[src/rtl/id_ex_stage.sv]
// ID/EX pipeline register with RV64I subset decode; one-edge latency from decode to EX.
// stall holds the stage and counts held cycles, flush (higher priority) loads a bubble.
module id_ex_stage (
   input  logic        clk,
   input  logic        rst_n,
   input  logic        id_valid,
   input  logic [31:0] instr,
   input  logic [63:0] data1_in,
   input  logic [63:0] read2_in,
   input  logic [63:0] imme_in,
   input  logic        stall,
   input  logic        flush,
   output logic        ex_valid,
   output logic        ALUSrc,
   output logic [3:0]  ALUcontrol,
   output logic [63:0] data1,
   output logic [63:0] read2,
   output logic [63:0] imme,
   output logic [4:0]  rd,
   output logic        RegWrite,
   output logic        MemRead,
   output logic        MemWrite,
   output logic        MemtoReg,
   output logic        Branch,
   output logic [1:0]  branch_type,
   output logic        illegal,
   output logic [15:0] stall_cnt
);

   localparam logic [3:0] ALU_AND = 4'b0000;
   localparam logic [3:0] ALU_OR  = 4'b0001;
   localparam logic [3:0] ALU_ADD = 4'b0010;
   localparam logic [3:0] ALU_SLL = 4'b0100;
   localparam logic [3:0] ALU_SUB = 4'b0110;
   localparam logic [3:0] ALU_SLT = 4'b0111;
   localparam logic [3:0] ALU_SGE = 4'b1000;
   localparam logic [3:0] ALU_XOR = 4'b1001;

   typedef struct packed {
      logic        ex_valid;
      logic        alu_src;
      logic [3:0]  alu_ctl;
      logic [63:0] data1;
      logic [63:0] read2;
      logic [63:0] imme;
      logic [4:0]  rd;
      logic        reg_write;
      logic        mem_read;
      logic        mem_write;
      logic        mem_to_reg;
      logic        branch;
      logic [1:0]  branch_type;
   } ex_t;

   logic [6:0] opcode;
   logic [2:0] funct3;
   logic [6:0] funct7;
   logic       dec_ok;
   ex_t        dec;
   ex_t        ex_q;
   logic       illegal_q;
   logic [15:0] stall_cnt_q;

   assign opcode = instr[6:0];
   assign funct3 = instr[14:12];
   assign funct7 = instr[31:25];

   always_comb begin
      dec_ok          = 1'b1;
      dec             = '0;
      dec.ex_valid    = 1'b1;
      dec.data1       = data1_in;
      dec.read2       = read2_in;
      dec.imme        = imme_in;
      dec.rd          = instr[11:7];
      case (opcode)
         7'b0110011: begin
            dec.reg_write = 1'b1;
            case (funct3)
               3'b000: begin
                  if (funct7 == 7'b0000000)      dec.alu_ctl = ALU_ADD;
                  else if (funct7 == 7'b0100000) dec.alu_ctl = ALU_SUB;
                  else                           dec_ok = 1'b0;
               end
               3'b001:  dec.alu_ctl = ALU_SLL;
               3'b010:  dec.alu_ctl = ALU_SLT;
               3'b100:  dec.alu_ctl = ALU_XOR;
               3'b110:  dec.alu_ctl = ALU_OR;
               3'b111:  dec.alu_ctl = ALU_AND;
               default: dec_ok = 1'b0;
            endcase
         end
         7'b0010011: begin
            dec.alu_src   = 1'b1;
            dec.reg_write = 1'b1;
            case (funct3)
               3'b000:  dec.alu_ctl = ALU_ADD;
               3'b001: begin
                  // RV64 shamt is 6 bits; any set bit above it is not slli
                  if (instr[31:26] == 6'd0) dec.alu_ctl = ALU_SLL;
                  else                      dec_ok = 1'b0;
               end
               3'b010:  dec.alu_ctl = ALU_SLT;
               3'b100:  dec.alu_ctl = ALU_XOR;
               3'b110:  dec.alu_ctl = ALU_OR;
               3'b111:  dec.alu_ctl = ALU_AND;
               default: dec_ok = 1'b0;
            endcase
         end
         7'b0000011: begin
            dec.alu_ctl    = ALU_ADD;
            dec.alu_src    = 1'b1;
            dec.mem_read   = 1'b1;
            dec.mem_to_reg = 1'b1;
            dec.reg_write  = 1'b1;
            if (funct3 != 3'b011) dec_ok = 1'b0;
         end
         7'b0100011: begin
            dec.alu_ctl   = ALU_ADD;
            dec.alu_src   = 1'b1;
            dec.mem_write = 1'b1;
            if (funct3 != 3'b011) dec_ok = 1'b0;
         end
         7'b1100011: begin
            dec.branch = 1'b1;
            case (funct3)
               3'b000: begin dec.alu_ctl = ALU_SUB; dec.branch_type = 2'b00; end
               3'b001: begin dec.alu_ctl = ALU_SUB; dec.branch_type = 2'b01; end
               3'b100: begin dec.alu_ctl = ALU_SLT; dec.branch_type = 2'b10; end
               3'b101: begin dec.alu_ctl = ALU_SGE; dec.branch_type = 2'b11; end
               default: dec_ok = 1'b0;
            endcase
         end
         default: dec_ok = 1'b0;
      endcase
   end

   always_ff @(posedge clk or negedge rst_n) begin
      if (!rst_n) begin
         ex_q        <= '0;
         illegal_q   <= 1'b0;
         stall_cnt_q <= '0;
      end else begin
         illegal_q <= 1'b0;
         if (stall && !flush && stall_cnt_q != 16'hFFFF)
            stall_cnt_q <= stall_cnt_q + 16'd1;
         if (flush) begin
            ex_q <= '0;
         end else if (!stall) begin
            if (id_valid && dec_ok) begin
               ex_q <= dec;
            end else begin
               ex_q      <= '0;
               illegal_q <= id_valid;
            end
         end
      end
   end

   assign ex_valid    = ex_q.ex_valid;
   assign ALUSrc      = ex_q.alu_src;
   assign ALUcontrol  = ex_q.alu_ctl;
   assign data1       = ex_q.data1;
   assign read2       = ex_q.read2;
   assign imme        = ex_q.imme;
   assign rd          = ex_q.rd;
   assign RegWrite    = ex_q.reg_write;
   assign MemRead     = ex_q.mem_read;
   assign MemWrite    = ex_q.mem_write;
   assign MemtoReg    = ex_q.mem_to_reg;
   assign Branch      = ex_q.branch;
   assign branch_type = ex_q.branch_type;
   assign illegal     = illegal_q;
   assign stall_cnt   = stall_cnt_q;

endmodule

[config.mk]
export PLATFORM = sky130hd
export DESIGN_NAME = id_ex_stage
export DESIGN_NICKNAME = d
export VERILOG_FILES = /design/src/rtl/id_ex_stage.sv
export SDC_FILE = /design/constraint.sdc
export NUM_CORES = 1
export LEC_CHECK = 0
export BUFFER_PORTS_ARGS = -buffer_cell sky130_fd_sc_hd__buf_2
export CAP_MARGIN = 40
export CELL_PAD_IN_SITES_DETAIL_PLACEMENT = 0
export CELL_PAD_IN_SITES_GLOBAL_PLACEMENT = 1
export CORE_AREA = 2 2 176 178
export DETAILED_ROUTE_END_ITERATION = 16
export DIE_AREA = 0 0 178 180
export GPL_TIMING_DRIVEN = 0
export PLACE_DENSITY = 0.8
export REMOVE_ABC_BUFFERS = 1
export SLEW_MARGIN = 20
export SYNTH_ARGS = -nofsm -noshare
export SYNTH_HDL_FRONTEND = slang
export SYNTH_SLANG_ARGS = --single-unit
export TNS_END_PERCENT = 10
[constraint.sdc]
create_clock -name clk -period 2.1 [get_ports clk]
set_clock_uncertainty 0.05 [all_clocks]
set_input_delay 0.105 -clock clk [delete_from_list [all_inputs] [get_ports clk]]
set_output_delay 0.105 -clock clk [all_outputs]
set_load 0.03 [all_outputs]
==> summary by stage <==
Logic synthesis
The synthesized flop and latch total is roughly 230. The cell type with the highest aggregate area in the netlist is sky130_fd_sc_hd__dfrtp_1. Ranked by total cell area, the synthesized netlist is headed by sky130_fd_sc_hd__dfrtp_1 (67%), sky130_fd_sc_hd__a22o_1 (21%), sky130_fd_sc_hd__buf_4 (1.7%), sky130_fd_sc_hd__clkbuf_1 (1.4%), sky130_fd_sc_hd__xnor2_1 (0.93%). For this run, asynchronously set or reset flops after synthesis account for 100%. The count of synthesis-stage warnings from yosys is 0.

The multiplexer share of the synthesized area is less than 1%. The simple-gate share of the synthesized area is between 4 and 5%. Counting distinct cell types in the post-synthesis netlist gives 42. Counting flops with a built-in enable in the synthesized netlist gives 0.

The synthesized netlist devotes less than 1% of its cell area to adder and majority cells. The combinational family with the most area after synthesis is compound AO/OA/AOI/OAI gates. The post-synthesis sequential area ratio is between 60% and 70%.

The synthesized netlist devotes 1.45% of its cell area to XOR and XNOR gates. After technology mapping, the gate count stands at 591. The predominant post-synthesis flop cell is sky130_fd_sc_hd__dfrtp_1. The top cell type's share of synthesized area is between 60 and 70%. Summing the areas of all compound-gate instances in the mapped netlist gives a little under a quarter of the synthesized area. The per-instance average area after synthesis is 14.3 µm². The netlist area before placement is 0.00844 mm².

Drt
Once detail routing completed, the nets flagged for antenna violations numbered 0. The count of routing violations after the opening detailed-route iteration is 370. The number of search-and-repair iterations in the first detailed-routing pass is 5.

The post-detailed-route DRC marker count is 0. Dividing the detail-routed wire length by the instance count gives 17.7 µm. The post-detailed-route via-to-cell ratio is about 4.8. The wire length after detailed routing is between 20000 and 30000 µm. Detailed routing inserted a total of approximately 8000 vias.

Critical path
The worst endpoint data arrival time is 2.61 ns. The critical path's top delay family is simple AND/OR/NAND/NOR gates. The launching element type of the critical path is a primary input. The signal on the critical path passes through buf_6, or4_4, or4_4, a311o_1, a31oi_4, buf_6, buf_16, buf_16, buf_12, clkbuf_16, a22o_1. Counting both buffers and inverters, the worst setup path holds a total of 6. In this design, the stage delay of the slowest critical-path cell is ~0.53 ns.

In this run the register-to-register setup slack is ~0.23 ns. In this run the worst path has a maximum fanout of 6. On the critical path, the stage with the largest delay is an instance of sky130_fd_sc_hd__or4_4. Data on the critical path is required at its endpoint by 2.49 ns.

The nature of the critical path endpoint is a flip-flop. The type of the setup path with the least slack is primary input to flip-flop.

Layout
The number of nets in the layout is about 1500. The synthesis-to-layout area growth is 75.2%. The share of post-route cells with drive strength above 1 is a little over two fifths. After filler insertion, the fill cell instance count of the layout stands at approximately 2500.

Floorplanning
Measured along the x axis, the die boundary spans ~180 µm. The floorplan step defined a core boundary enclosing slightly above 0.03 mm². The height of the chip is ~180 µm.

between 400 and 500 I/O pins were placed. The initial utilization of the core area, before any placement, comes to 28.0%. The area of the die is 0.0320 mm². After floorplanning, the core was divided into between 60 and 70 placement rows.

Clocking
The CTS root buffer is sky130_fd_sc_hd__clkbuf_16. In this run the deepest clock path goes through 3 buffers. The number of buffers inserted during clock tree synthesis is 24.

CTS built an H-tree with a depth of 1. The clock input transition at the sequential cells of the worst setup and hold paths is roughly 0.06 ns. The number of sinks driven by the clock tree is between 200 and 250. The clock latency reported for the late side of the worst-skew pair is 0.52 ns. TritonCTS built the clock tree.

Power
The internal power of the cells totals roughly 8.0 mW. The maximum resistive drop on vdd is ~0.00062 V. The power density of the placed cells is 699 mW/mm².

The leakage power summed over all cells is roughly 8 nW. Per report_power, the clock group accounts for 45.9% of the total. Summed over all nets, the switching power comes to around 2.4 mW. Combinational logic is responsible for between 10% and 20% of the overall power. Net switching is 22.7% of the power.

After layout, the design draws a total of a little over 10 mW. In this run, flip-flops and latches consume around 43% of the power.

Placement
Routability-driven placement finished with a final weighted congestion of 0.806. Summed over all nets, the half-perimeter wirelength after detailed placement is ~19000 µm. Before CTS, the worst setup slack after placement is -1.19 ns. Input and output buffers added on the ports amount to about 450.

Timing
The maximum achievable frequency is 0.452 GHz. The worst pin sits at a relative slew slack of a little over half. The total of endpoints with negative setup slack in the final report is approximately 130. Setup repair after global routing could not meet its margin everywhere. The worst path uses 105% of the clock period. The number of pins with negative max-slew slack in the final report is 0. Across all setup checks in the final design, the least slack found is -0.115 ns. The transition at the pin with the smallest max-transition slack is slightly below 0.7 ns. After layout, the minimum clock period comes to approximately 2.2 ns. The count of final hold-check violations is 0.

Run status
The final reports fail on negative setup slack. The run finished, with violations left.

GRT
The number of global-route vias before repair came to 8456. The total congestion overflow after global routing is 0. The number of antenna violations at the first check in global routing is 1. The first global-routing pass estimated about 46000 µm of wire. The pin count of the biggest net entering global routing is a little under 100.

For this run, the total global-route usage over all layers was measured as roughly 18%.

Flow run
Max-cap violations in this run came to 0.

Worst hold path
The min-delay analysis places its worst path in the category primary input to flip-flop.
[layout by cell type (no fill, tap or decap), types with 3 or more instances in the layout]
cell	synthesis	final
sky130_fd_sc_hd__a21oi_1	6	6
sky130_fd_sc_hd__buf_6	0	4
sky130_fd_sc_hd__clkinv_2	0	7
sky130_fd_sc_hd__nor3_1	6	6
sky130_fd_sc_hd__nand3_1	10	10
sky130_fd_sc_hd__bufinv_16	0	6
sky130_fd_sc_hd__xnor2_1	9	9
sky130_fd_sc_hd__a32o_1	5	5
sky130_fd_sc_hd__nand2_1	12	12
sky130_fd_sc_hd__clkbuf_8	0	3
sky130_fd_sc_hd__buf_2	4	442
sky130_fd_sc_hd__buf_16	0	18
sky130_fd_sc_hd__xor2_1	5	5
sky130_fd_sc_hd__buf_4	19	8
sky130_fd_sc_hd__and4_1	3	3
sky130_fd_sc_hd__clkbuf_16	0	26
sky130_fd_sc_hd__nor2_1	5	5
sky130_fd_sc_hd__dfrtp_1	226	226
sky130_fd_sc_hd__buf_12	0	7
sky130_fd_sc_hd__a22o_1	200	200
sky130_fd_sc_hd__a211oi_1	3	3
sky130_fd_sc_hd__buf_8	0	4
sky130_fd_sc_hd__dlygate4sd3_1	0	207
sky130_fd_sc_hd__a31oi_1	5	4
sky130_fd_sc_hd__nand3b_1	4	4
[Yosys cell counts, types with 2 or more instances]
| master | count |
|---|---|
| sky130_fd_sc_hd__a211o_1 | 2 |
| sky130_fd_sc_hd__a211oi_1 | 3 |
| sky130_fd_sc_hd__a21oi_1 | 6 |
| sky130_fd_sc_hd__a22o_1 | 200 |
| sky130_fd_sc_hd__a31oi_1 | 5 |
| sky130_fd_sc_hd__a32o_1 | 5 |
| sky130_fd_sc_hd__and2_1 | 2 |
| sky130_fd_sc_hd__and3_1 | 2 |
| sky130_fd_sc_hd__and4_1 | 3 |
| sky130_fd_sc_hd__buf_2 | 4 |
| sky130_fd_sc_hd__buf_4 | 19 |
| sky130_fd_sc_hd__clkbuf_1 | 31 |
| sky130_fd_sc_hd__dfrtp_1 | 226 |
| sky130_fd_sc_hd__inv_1 | 2 |
| sky130_fd_sc_hd__nand2_1 | 12 |
| sky130_fd_sc_hd__nand3_1 | 10 |
| sky130_fd_sc_hd__nand3b_1 | 4 |
| sky130_fd_sc_hd__nand4_1 | 2 |
| sky130_fd_sc_hd__nor2_1 | 5 |
| sky130_fd_sc_hd__nor2b_1 | 3 |
| sky130_fd_sc_hd__nor3_1 | 6 |
| sky130_fd_sc_hd__nor4b_1 | 3 |
| sky130_fd_sc_hd__o21ai_0 | 2 |
| sky130_fd_sc_hd__o31ai_1 | 2 |
| sky130_fd_sc_hd__o41ai_1 | 2 |
| sky130_fd_sc_hd__or4_1 | 2 |
| sky130_fd_sc_hd__xnor2_1 | 9 |
| sky130_fd_sc_hd__xor2_1 | 5 |
[flip-flops by register name, summed over array words and instances (netlist names)]
signal	cells
ALUSrc	1
ALUcontrol	4
Branch	1
MemRead	1
MemWrite	1
RegWrite	1
branch_type	2
data1	64
ex_valid	1
illegal	1
imme	64
rd	5
read2	64
stall_cnt	16
[layer usage]
layer | share of wire, % | global-route usage [%] | routed length (µm) | up-vias
li1 | - | - | - | 3639
met1 | 40 | 21.4 | 11700 | 3938
met2 | 49 | 30.7 | 14600 | 363
met3 | 7.8 | 3.55 | 2300 | 83
met4 | 3.3 | 6.26 | 966 | 0
met5 | 0 | 0 | 0 | -
[worst min-delay path: stages]
cell and delay [ns]:
sky130_fd_sc_hd__buf_2 0.22, sky130_fd_sc_hd__nand3b_1 0.13, sky130_fd_sc_hd__o21ai_0 0.08
[cell type report]
class / instances / area, µm² / share of cell area, %
inverters: 2 / 7.51 / 0.0508
well taps: 396 / 495 / 3.35
clock inverters: 14 / 223 / 1.51
repair buffers: 694 / 5190 / 35.1
multi-input cells: 309 / 2550 / 17.2
diodes: 1 / 2.50 / 0.0169
flip-flops and latches: 226 / 5660 / 38.2
clock buffers: 29 / 671 / 4.53
[power by group through the flow]
stage / Combinational, mW / Sequential (mW) / Clock [mW]
2_1_floorplan: 0.168 / 4.67 / 0
3_5_place_dp: 0.786 / 4.57 / 0
4_1_cts: 1.10 / 4.49 / 4.87
5_1_grt: 1.20 / 4.50 / 5.07
6_report: 1.11 / 4.49 / 4.74
3_3_place_gp: 0.714 / 4.56 / 0
[repair_timing]
item                                    in CTS  in global routing
buffers inserted                            14                  2
pin swaps                                   11                 41
endpoints found under the setup margin     194                176
cloned                                       7                  1
hold buffers                               208                  0
endpoints found under the hold margin      432                  0
resized for setup                           14                  9
[final timing paths]
kind | from | to | cells past startpoint
worst max-delay path | instr[28] | imme[24] | 11
max in group asynchronous | rst_n | imme[33] | 3
min in group asynchronous | rst_n | data1[54] | 2
worst min-delay path | instr[12] | ALUcontrol[0] | 3
worst min register to register | ex_valid | ex_valid | 1
worst max register to register | stall_cnt[2] | stall_cnt[1] | 5
[kinds of logic (layout without fill, tap and decap cells)]
family / after synthesis / in the layout
compound gates: 232 / 232
xor+xnor: 14 / 14
fa+ha+maj: 1 / 1
buf+inv: 56 / 739
flops: 226 / 226
mux: 2 / 2
other cells: 0 / 1
simple gates: 60 / 60
[through the flow]
stage	hold slack, ns	util (%)	instance area, µm²	TNS [ns]	instances
after CTS	0.000572	48.9	14700	-5.32	1668
after detailed placement	0.0164	37.8	11400	-177.71	1397
after global placement	0.276	36.1	10900	-2800.50	1378
final	0.0157	49.0	14800	-6.26	1671
after floorplan	-0.241	-	8160	-1236.65	537
after global routing	0.0100	49.0	14800	-12.77	1671
(Power assumes the default switching activity.)
